--- config.mk ---
export PLATFORM = sky130hd
export DESIGN_NAME = hilo_div_ctrl
export DESIGN_NICKNAME = d
export VERILOG_FILES = /design/src/rtl/div_pkg.sv /design/src/rtl/hilo_div_ctrl.sv
export SDC_FILE = /design/constraint.sdc
export NUM_CORES = 1
export LEC_CHECK = 0
export BUFFER_PORTS_ARGS = -buffer_cell sky130_fd_sc_hd__buf_2
export CORE_UTILIZATION = 41
export CTS_CLUSTER_DIAMETER = 30
export DETAILED_ROUTE_END_ITERATION = 7
export GPL_TIMING_DRIVEN = 0
export HOLD_SLACK_MARGIN = 0.05
export PLACE_DENSITY = 0.86
export SYNTH_ARGS = -nofsm -noshare
export SYNTH_HDL_FRONTEND = slang
export SYNTH_SLANG_ARGS = --single-unit
--- constraint.sdc ---
create_clock -name div_clk -period 1.2 [get_ports div_clk]
set_input_delay 0.12 -clock div_clk [delete_from_list [all_inputs] [get_ports div_clk]]
set_output_delay 0.12 -clock div_clk [all_outputs]
set_load 0.02 [all_outputs]
--- src/rtl/div_pkg.sv ---
// Shared definitions for the HI/LO divide controller: FSM encoding and divider timing defaults.
package div_pkg;

  typedef enum logic {
    IDLE = 1'b0,
    RUN  = 1'b1
  } state_e;

  localparam int DIV_LAT_DEF = 17;

  // Watchdog must be able to hold DIV_LAT+2.
  function automatic int wdog_width(input int lat);
    return $clog2(lat + 3);
  endfunction

endpackage

--- src/rtl/hilo_div_ctrl.sv ---
// Sequences an external iterative divider for DIV/DIVU and owns HI/LO (also written by MTHI/MTLO).
// Launch registers operands and holds 'div' high until completion, flush or watchdog timeout.
module hilo_div_ctrl
  import div_pkg::*;
#(
  parameter int DIV_LAT = DIV_LAT_DEF
) (
  input  logic        div_clk,
  input  logic        resetn,
  input  logic        req_valid,
  output logic        req_ready,
  input  logic        req_signed,
  input  logic [31:0] req_x,
  input  logic [31:0] req_y,
  input  logic        flush,
  input  logic        wr_hi,
  input  logic        wr_lo,
  input  logic [31:0] wr_data,
  output logic [31:0] hi,
  output logic [31:0] lo,
  output logic        busy,
  output logic        done,
  output logic        err,
  output logic        dv_div,
  output logic        dv_signed,
  output logic [31:0] dv_x,
  output logic [31:0] dv_y,
  input  logic [31:0] dv_s,
  input  logic [31:0] dv_r,
  input  logic        dv_complete
);

  localparam int WW = wdog_width(DIV_LAT);
  localparam logic [WW-1:0] WDOG_LIM = WW'(DIV_LAT + 2);

  state_e        state_q, state_d;
  logic [31:0]   hi_q, hi_d, lo_q, lo_d;
  logic [31:0]   x_q, x_d, y_q, y_d;
  logic          sgn_q, sgn_d;
  logic          div_q, div_d;
  logic          done_q, done_d;
  logic          err_q, err_d;
  logic [WW-1:0] wdog_q, wdog_d;
  logic          accept;

  assign req_ready = (state_q == IDLE) && !flush;
  assign accept    = req_valid && req_ready;

  always_comb begin
    state_d = state_q;
    hi_d    = hi_q;
    lo_d    = lo_q;
    x_d     = x_q;
    y_d     = y_q;
    sgn_d   = sgn_q;
    div_d   = div_q;
    done_d  = 1'b0;
    err_d   = err_q;
    wdog_d  = wdog_q;
    case (state_q)
      IDLE: begin
        if (wr_hi) hi_d = wr_data;
        if (wr_lo) lo_d = wr_data;
        if (accept) begin
          state_d = RUN;
          x_d     = req_x;
          y_d     = req_y;
          sgn_d   = req_signed;
          div_d   = 1'b1;
          wdog_d  = '0;
        end
      end
      RUN: begin
        // MT* while busy means EX failed to stall; drop the write and flag it.
        if (wr_hi || wr_lo) err_d = 1'b1;
        wdog_d = wdog_q + 1'b1;
        if (flush) begin
          div_d   = 1'b0;
          state_d = IDLE;
        end else if (dv_complete) begin
          lo_d    = dv_s;
          hi_d    = dv_r;
          div_d   = 1'b0;
          done_d  = 1'b1;
          state_d = IDLE;
        end else if (wdog_d == WDOG_LIM) begin
          err_d   = 1'b1;
          div_d   = 1'b0;
          state_d = IDLE;
        end
      end
      default: state_d = IDLE;
    endcase
  end

  always_ff @(posedge div_clk or negedge resetn) begin
    if (!resetn) begin
      state_q <= IDLE;
      hi_q    <= '0;
      lo_q    <= '0;
      x_q     <= '0;
      y_q     <= '0;
      sgn_q   <= 1'b0;
      div_q   <= 1'b0;
      done_q  <= 1'b0;
      err_q   <= 1'b0;
      wdog_q  <= '0;
    end else begin
      state_q <= state_d;
      hi_q    <= hi_d;
      lo_q    <= lo_d;
      x_q     <= x_d;
      y_q     <= y_d;
      sgn_q   <= sgn_d;
      div_q   <= div_d;
      done_q  <= done_d;
      err_q   <= err_d;
      wdog_q  <= wdog_d;
    end
  end

  assign hi        = hi_q;
  assign lo        = lo_q;
  assign busy      = (state_q == RUN);
  assign done      = done_q;
  assign err       = err_q;
  assign dv_div    = div_q;
  assign dv_signed = sgn_q;
  assign dv_x      = x_q;
  assign dv_y      = y_q;

endmodule
==> results of run 1 <==
-- registers in the layout (all words and copies together), names as in the netlist --
register / flops
err: 1
hi: 32
done: 1
dv_div: 1
dv_signed: 1
dv_x: 32
dv_y: 32
busy: 1
wdog_q: 5
lo: 32
-- stage by stage --
step | hold slack (ns) | instance area (um^2) | setup TNS (ns) | setup WS (ns)
after floorplan | -0.176 | 5850 | -5.40 | -0.0598
after global placement | 0.310 | 7570 | -279.81 | -2.08
after detailed placement | 0.155 | 7610 | -27.57 | -0.374
after CTS | 0.0533 | 9750 | -16.09 | -0.221
after global routing | 0.0727 | 10900 | -33.17 | -0.334
final | 0.0672 | 10900 | -28.39 | -0.324
-- power groups by stage --
stage / combinational (mW) / sequential [mW] / clock [mW]
final: 5.50 / 6.29 / 5.31
after global routing: 5.76 / 6.32 / 5.50
after CTS: 4.42 / 6.02 / 5.22
after detailed placement: 3.91 / 6.06 / 0
after global placement: 3.79 / 6.03 / 0
after floorplan: 1.28 / 7.01 / 0
-- worst min-delay path: stages --
cell	delay, ns
buf_2	0.10
a21oi_2	0.07
a21oi_2	0.15
-- worst max path at each step --
stage / slack [ns] / depth (start not counted) / to / startpoint
6_report: -0.32 / 6 / hi[22]$_DFFE_PN0P_ / busy$_DFF_PN0_
5_1_grt: -0.33 / 6 / hi[23]$_DFFE_PN0P_ / busy$_DFF_PN0_
4_1_cts: -0.22 / 6 / hi[9]$_DFFE_PN0P_ / busy$_DFF_PN0_
3_5_place_dp: -0.37 / 5 / hi[19]$_DFFE_PN0P_ / busy$_DFF_PN0_
3_3_place_gp: -2.08 / 1 / busy$_DFF_PN0_ / resetn
2_1_floorplan: -0.06 / 5 / hi[10]$_DFFE_PN0P_ / busy$_DFF_PN0_
-- cell usage in the layout (no fill, tap or decap), drive strengths merged --
cell type / instances
nand3b: 1
nand3: 3
a21oi: 130
ha: 2
clkinv: 5
mux2i: 2
inv: 5
xor2: 2
xnor2: 2
nand2: 206
nor2b: 32
dlygate4sd3: 130
clkbuf: 32
clkinvlp: 5
bufinv: 2
buf: 354
diode: 4
o21ai: 8
o21a: 1
dfrtp: 138
nand4: 1
a311o: 1
and2: 1
nor2: 67
-- logic make-up after synthesis --
logic type | after synthesis
buf+inv | 42
fa+ha+maj | 2
flops | 138
xor+xnor | 4
compound gates | 140
simple gates | 310
mux | 2
-- routing by layer --
metal	part of all wire (%)	vias up	GRT usage [%]	wire length [um]
met5	0.043	-	0	13
met4	6.8	2	18.0	2050
met3	12	206	11.7	3540
met2	48	784	59.4	14700
met1	33	3550	37.4	10100
li1	-	3027	-	-
-- final cells by class --
cell class | count | area (um^2)
Buffer | 38 | 465
Fill cell | 682 | 2570
Antenna cell | 4 | 10.0
Inverter | 4 | 15.0
Multi-Input combinational cell | 459 | 2890
Timing Repair Buffer | 459 | 3290
Clock buffer | 19 | 443
Clock inverter | 13 | 146
Tap cell | 176 | 220
Sequential cell | 138 | 3460
-- repair_timing --
action                                  CTS  global route
resized for setup                        55           261
hold endpoints to repair                196             0
pin swaps                                 6            97
cloned                                    0            11
hold buffers                            130             0
setup buffers                             7            10
endpoints found under the setup margin  139           139
==> impl_metrics.json, run 1 <==
{
  "power.share.sequential_pct": 36.8,
  "fin_util_pct": 81.0,
  "violations": "setup timing",
  "io_pins": 302,
  "status": "finished with violations",
  "criticalPathCategory": "flop to flop",
  "post_drt_wl_per_cell_um": 23.2,
  "synthToLayoutAreaGrowth_pct": 89.5,
  "synth_commonest_cells": "205 x nand2_1, 138 x dfrtp_1, 130 x a21oi_1, 67 x nor2_1, 32 x nor2b_1",
  "crit_path_max_fanout": 10,
  "place_inst": 1116,
  "overflow": 0,
  "ys.warnings.count": 0,
  "core_area_mm2": 0.0135,
  "swShare_pct": 36.9,
  "finalWeightedCongestion": 0.966,
  "syn_nets": 808,
  "die_area_mm2": 0.0146,
  "synth_xor_area_share_pct": 0.607,
  "fp-row-count": 42,
  "place_hpwl_mm": 13.7,
  "finalWorstSetupSlack_ns": -0.324,
  "port_buffers": 301,
  "worst_setup_path_end_kind": "flop",
  "drtIter0Drc": 858,
  "clock-root-buffer": "clkbuf_16",
  "grt_pass1_vias": 7260,
  "timing.hold.worst_path_depth": 3,
  "synth_flop_cell": "dfrtp_1",
  "synth_mux_area_share_pct": 0.347,
  "synthAdderAreaFrac_pct": 0.434,
  "reg2regPathDepth": 6,
  "setup_viol": 139,
  "min_period_over_period_pct": 127,
  "vdd_drop_max_mv": 1.13,
  "p_sw_mw": 6.30,
  "cts_tree": "built",
  "synth-simple-area-share_pct": 21.8,
  "crit_buf_inv": 2,
  "cellPowerDensity_mw_per_mm2": 1560,
  "grt_use_total_pct": 34.5,
  "r2r_end": "hi[22]$_DFFE_PN0P_",
  "cts_sinks": 138,
  "yosys.area.top_type_share_pct": 59.8,
  "cp.arrival_ns": 1.84,
  "async_flop_share_pct": 100,
  "vias_per_cell": 5.78,
  "drive_gt1_share_pct": 52.6,
  "synth_edf_count": 0,
  "cts.clk_slew.worst_paths_ns": 0.06,
  "synth_most_common_cell": "nand2_1",
  "chipWidth_um": 121,
  "finalNonFillerCells": 1310,
  "synth_top_family_by_area": "simple AND/OR/NAND/NOR gates",
  "cp_slowest_cell": "dfrtp_2",
  "hold_viol": 0,
  "dr.pass1.iters": 5,
  "insertion_delay_ns": 0.42,
  "period_needed_ns": 1.52,
  "max_freq_mhz": 656,
  "slew_headroom_pct": 56.7,
  "htreeDepth": 4,
  "cts_made_buffers": 17,
  "clockBufferDepth": 2,
  "path_delay_family": "flip-flops",
  "max_cap_violations": 0,
  "detail-route-antenna-nets": 0,
  "power_mw": 17.1,
  "antenna_found_initial": 3,
  "worst_setup_path_start_kind": "flop",
  "p_comb_share_pct": 32.2,
  "vias": 7569,
  "maxSlewViolCount": 0,
  "synth_cells": 638,
  "layout.nets": 1287,
  "yosysSeqAreaShare_pct": 59.8,
  "initial_core_util_pct": 42.7,
  "internal-power_mw": 10.8,
  "synth_cell_type_count": 22,
  "tightest_slew_ns": 0.650,
  "p_leak_nw": 5.53,
  "drc": 0,
  "crit_required_ns": 1.52,
  "synth_area_per_cell_um2": 9.04,
  "routed_wl_mm": 30.3,
  "rrSetupSlack_ns": -0.32,
  "synth_area_mm2": 0.00577,
  "min_to": "hi[9]$_DFFE_PN0P_",
  "timing.rr.start": "busy$_DFF_PN0_",
  "worstPathCellList": "nand3b_1 -> o21ai_4 -> buf_12 -> buf_8 -> nor2_1 -> a21oi_1",
  "synthTopCellsByArea": "dfrtp_1 60%, nand2_1 13%, a21oi_1 11%, nor2_1 4.4%, nor2b_1 3.5%",
  "ys_seq_elements": 138,
  "min-delay-start": "dv_r[9]",
  "grt_max_degree": 71,
  "synth-compound-area-share_pct": 12.7,
  "die_height_um": 121,
  "p_clk_share_pct": 31.0,
  "grt_pass1_wl_mm": 38.0,
  "slowest_delay_ns": 0.45,
  "rsz0062_at_grt": "true",
  "fin_skew_ns": 0.0123,
  "yosysTopAreaCell": "dfrtp_1",
  "min_path_type": "input pin to flop"
}
Note: power is estimated with default switching activity, not from simulation.
==> run 2, diff against run 1 <==
--- a/config.mk
+++ b/config.mk
@@ -9,7 +9,6 @@
 export CORE_UTILIZATION = 41
 export CTS_CLUSTER_DIAMETER = 30
 export DETAILED_ROUTE_END_ITERATION = 7
-export GPL_TIMING_DRIVEN = 0
 export HOLD_SLACK_MARGIN = 0.05
 export PLACE_DENSITY = 0.86
 export SYNTH_ARGS = -nofsm -noshare
==> impl_metrics.json, run 2 (synthesis results as in run 1) <==
{
  "rsz0062_at_grt": "true",
  "power_mw": 18.2,
  "worst_setup_path_start_kind": "flop",
  "vias": 7727,
  "cts.clk_slew.worst_paths_ns": 0.07,
  "min_to": "hi[28]$_DFFE_PN0P_",
  "path_delay_family": "compound AO/OA/AOI/OAI gates",
  "p_sw_mw": 6.66,
  "p_comb_share_pct": 33.5,
  "finalWorstSetupSlack_ns": -0.601,
  "grt_use_total_pct": 35.5,
  "cts_sinks": 138,
  "vdd_drop_max_mv": 0.913,
  "period_needed_ns": 1.80,
  "min_period_over_period_pct": 150,
  "fp-row-count": 42,
  "post_drt_wl_per_cell_um": 24.6,
  "cts_made_buffers": 17,
  "antenna_found_initial": 4,
  "chipWidth_um": 121,
  "tightest_slew_ns": 0.591,
  "timing.rr.start": "busy$_DFF_PN0_",
  "cp.arrival_ns": 2.07,
  "cts_tree": "built",
  "r2r_end": "hi[2]$_DFFE_PN0P_",
  "synthToLayoutAreaGrowth_pct": 100,
  "initial_core_util_pct": 42.7,
  "htreeDepth": 4,
  "finalWeightedCongestion": 0.883,
  "dr.pass1.iters": 7,
  "reg2regPathDepth": 5,
  "max_freq_mhz": 555,
  "rrSetupSlack_ns": -0.60,
  "core_area_mm2": 0.0135,
  "crit_path_start": "busy$_DFF_PN0_",
  "min-delay-start": "dv_r[28]",
  "grt_pass1_wl_mm": 38.9,
  "io_pins": 302,
  "grt_pass1_vias": 7519,
  "p_leak_nw": 5.87,
  "detail-route-antenna-nets": 0,
  "die_area_mm2": 0.0146,
  "final_common_cell": "buf_2",
  "swShare_pct": 36.5,
  "routed_wl_mm": 32.4,
  "slew_headroom_pct": 60.6,
  "p_clk_share_pct": 32.0,
  "crit_path_max_fanout": 8,
  "crit_required_ns": 1.47,
  "layout.nets": 1296,
  "worstPathCellList": "buf_6 -> o21ai_4 -> clkbuf_16 -> nor2_1 -> a21oi_1",
  "hold_viol": 0,
  "min_path_type": "input pin to flop",
  "maxSlewViolCount": 0,
  "slowest_delay_ns": 0.53,
  "place_ws_ns": -0.211,
  "drc": 0,
  "worst_setup_path_end_kind": "flop",
  "insertion_delay_ns": 0.43,
  "crit_buf_inv": 2,
  "layout_common_cells": "297 x buf_2, 134 x dfrtp_1, 132 x dlygate4sd3_1",
  "max_cap_violations": 0,
  "power.share.sequential_pct": 34.5,
  "setup_viol": 144,
  "die_height_um": 121,
  "vias_per_cell": 5.87,
  "drive_gt1_share_pct": 56.7,
  "clock-root-buffer": "clkbuf_16",
  "drtIter0Drc": 892,
  "internal-power_mw": 11.6,
  "cp_slowest_cell": "dfrtp_4",
  "regArea_mm2": 0.00346,
  "status": "finished with violations",
  "fin_skew_ns": 0.0113,
  "grt_max_degree": 45,
  "clockBufferDepth": 2,
  "criticalPathCategory": "flop to flop",
  "hold_ws_ns": 0.132,
  "violations": "setup timing",
  "fin_setup_tns_ns": -39.71,
  "timing.hold.worst_path_depth": 3,
  "overflow": 0,
  "port_buffers": 301,
  "cellPowerDensity_mw_per_mm2": 1580,
  "fill_cells": 561,
  "place_hpwl_mm": 12.2,
  "multi_input_area_mm2": 0.00319
}
## run 2: cell count changes in the layout (fill, tap and decap cells not counted), moves of 3 or more
cell	before	now
nand2_2	64	70
diode_2	4	1
nor2b_1	21	11
a21oi_1	99	91
clkinvlp_4	5	2
buf_4	18	22
nand2_1	97	72
buf_16	1	7
a21oi_4	2	7
buf_12	7	18
a21oi_2	29	32
nor2b_4	1	9
buf_8	12	3
nand2_4	43	62
## run 2: how the worst max path moves through the flow
stage | end | depth (start not counted) | slack [ns]
finish | hi[2]$_DFFE_PN0P_ | 5 | -0.60
global route | hi[2]$_DFFE_PN0P_ | 7 | -0.66
CTS | lo[20]$_DFFE_PN0P_ | 7 | -0.29
floorplan | hi[10]$_DFFE_PN0P_ | 5 | -0.06
global placement | hi[20]$_DFFE_PN0P_ | 5 | -0.14
detailed placement | hi[26]$_DFFE_PN0P_ | 5 | -0.21
## run 2: per-stage QoR
step	util, %	cell area, um^2	std cells
global route	85.5	11500	1316
finish	85.5	11500	1316
global placement	56.9	7680	1109
detailed placement	56.9	7680	1109
floorplan	-	5850	638
CTS	77.5	10500	1301
## run 2: power groups by stage
stage,Combinational (mW),Clock (mW),Sequential [mW]
final,6.10,5.84,6.30
after global routing,6.36,6.06,6.32
after CTS,4.80,5.71,6.00
after detailed placement,3.95,0,6.03
after global placement,3.82,0,6.02
after floorplan,1.28,0,7.01
## run 2: per-layer routing
| layer | wire length, um | global-route usage, % | up-vias |
|---|---|---|---|
| li1 | - | - | 3035 |
| met1 | 10200 | 37.8 | 3573 |
| met2 | 15200 | 62.5 | 829 |
| met3 | 4190 | 10.7 | 284 |
| met4 | 2710 | 19.7 | 6 |
| met5 | 36 | 0 | - |
## run 2: worst reg2reg max path: stages, from the launching register on
cell,delay (ns)
dfrtp_4,0.53
buf_6,0.15
o21ai_4,0.29
clkbuf_16,0.25
nor2_1,0.05
a21oi_1,0.38
## run 2: final cells by class
class	instances	share of cell area, %
Timing Repair Buffer	507	34.8
Sequential cell	138	30.0
Multi-Input combinational cell	458	27.6
Clock buffer	19	3.92
Tap cell	176	1.91
Clock inverter	13	1.64
Inverter	4	0.130
Antenna cell	1	0.0217
## run 2: repair_timing
action / 4_1_cts / 5_1_grt
hold buffers: 131 / 1
pin swaps: 53 / 80
endpoints found under the setup margin: 134 / 140
hold endpoints to repair: 267 / 1
buffers inserted: 17 / 7
gates resized for setup: 115 / 253
gates cloned: 13 / 10
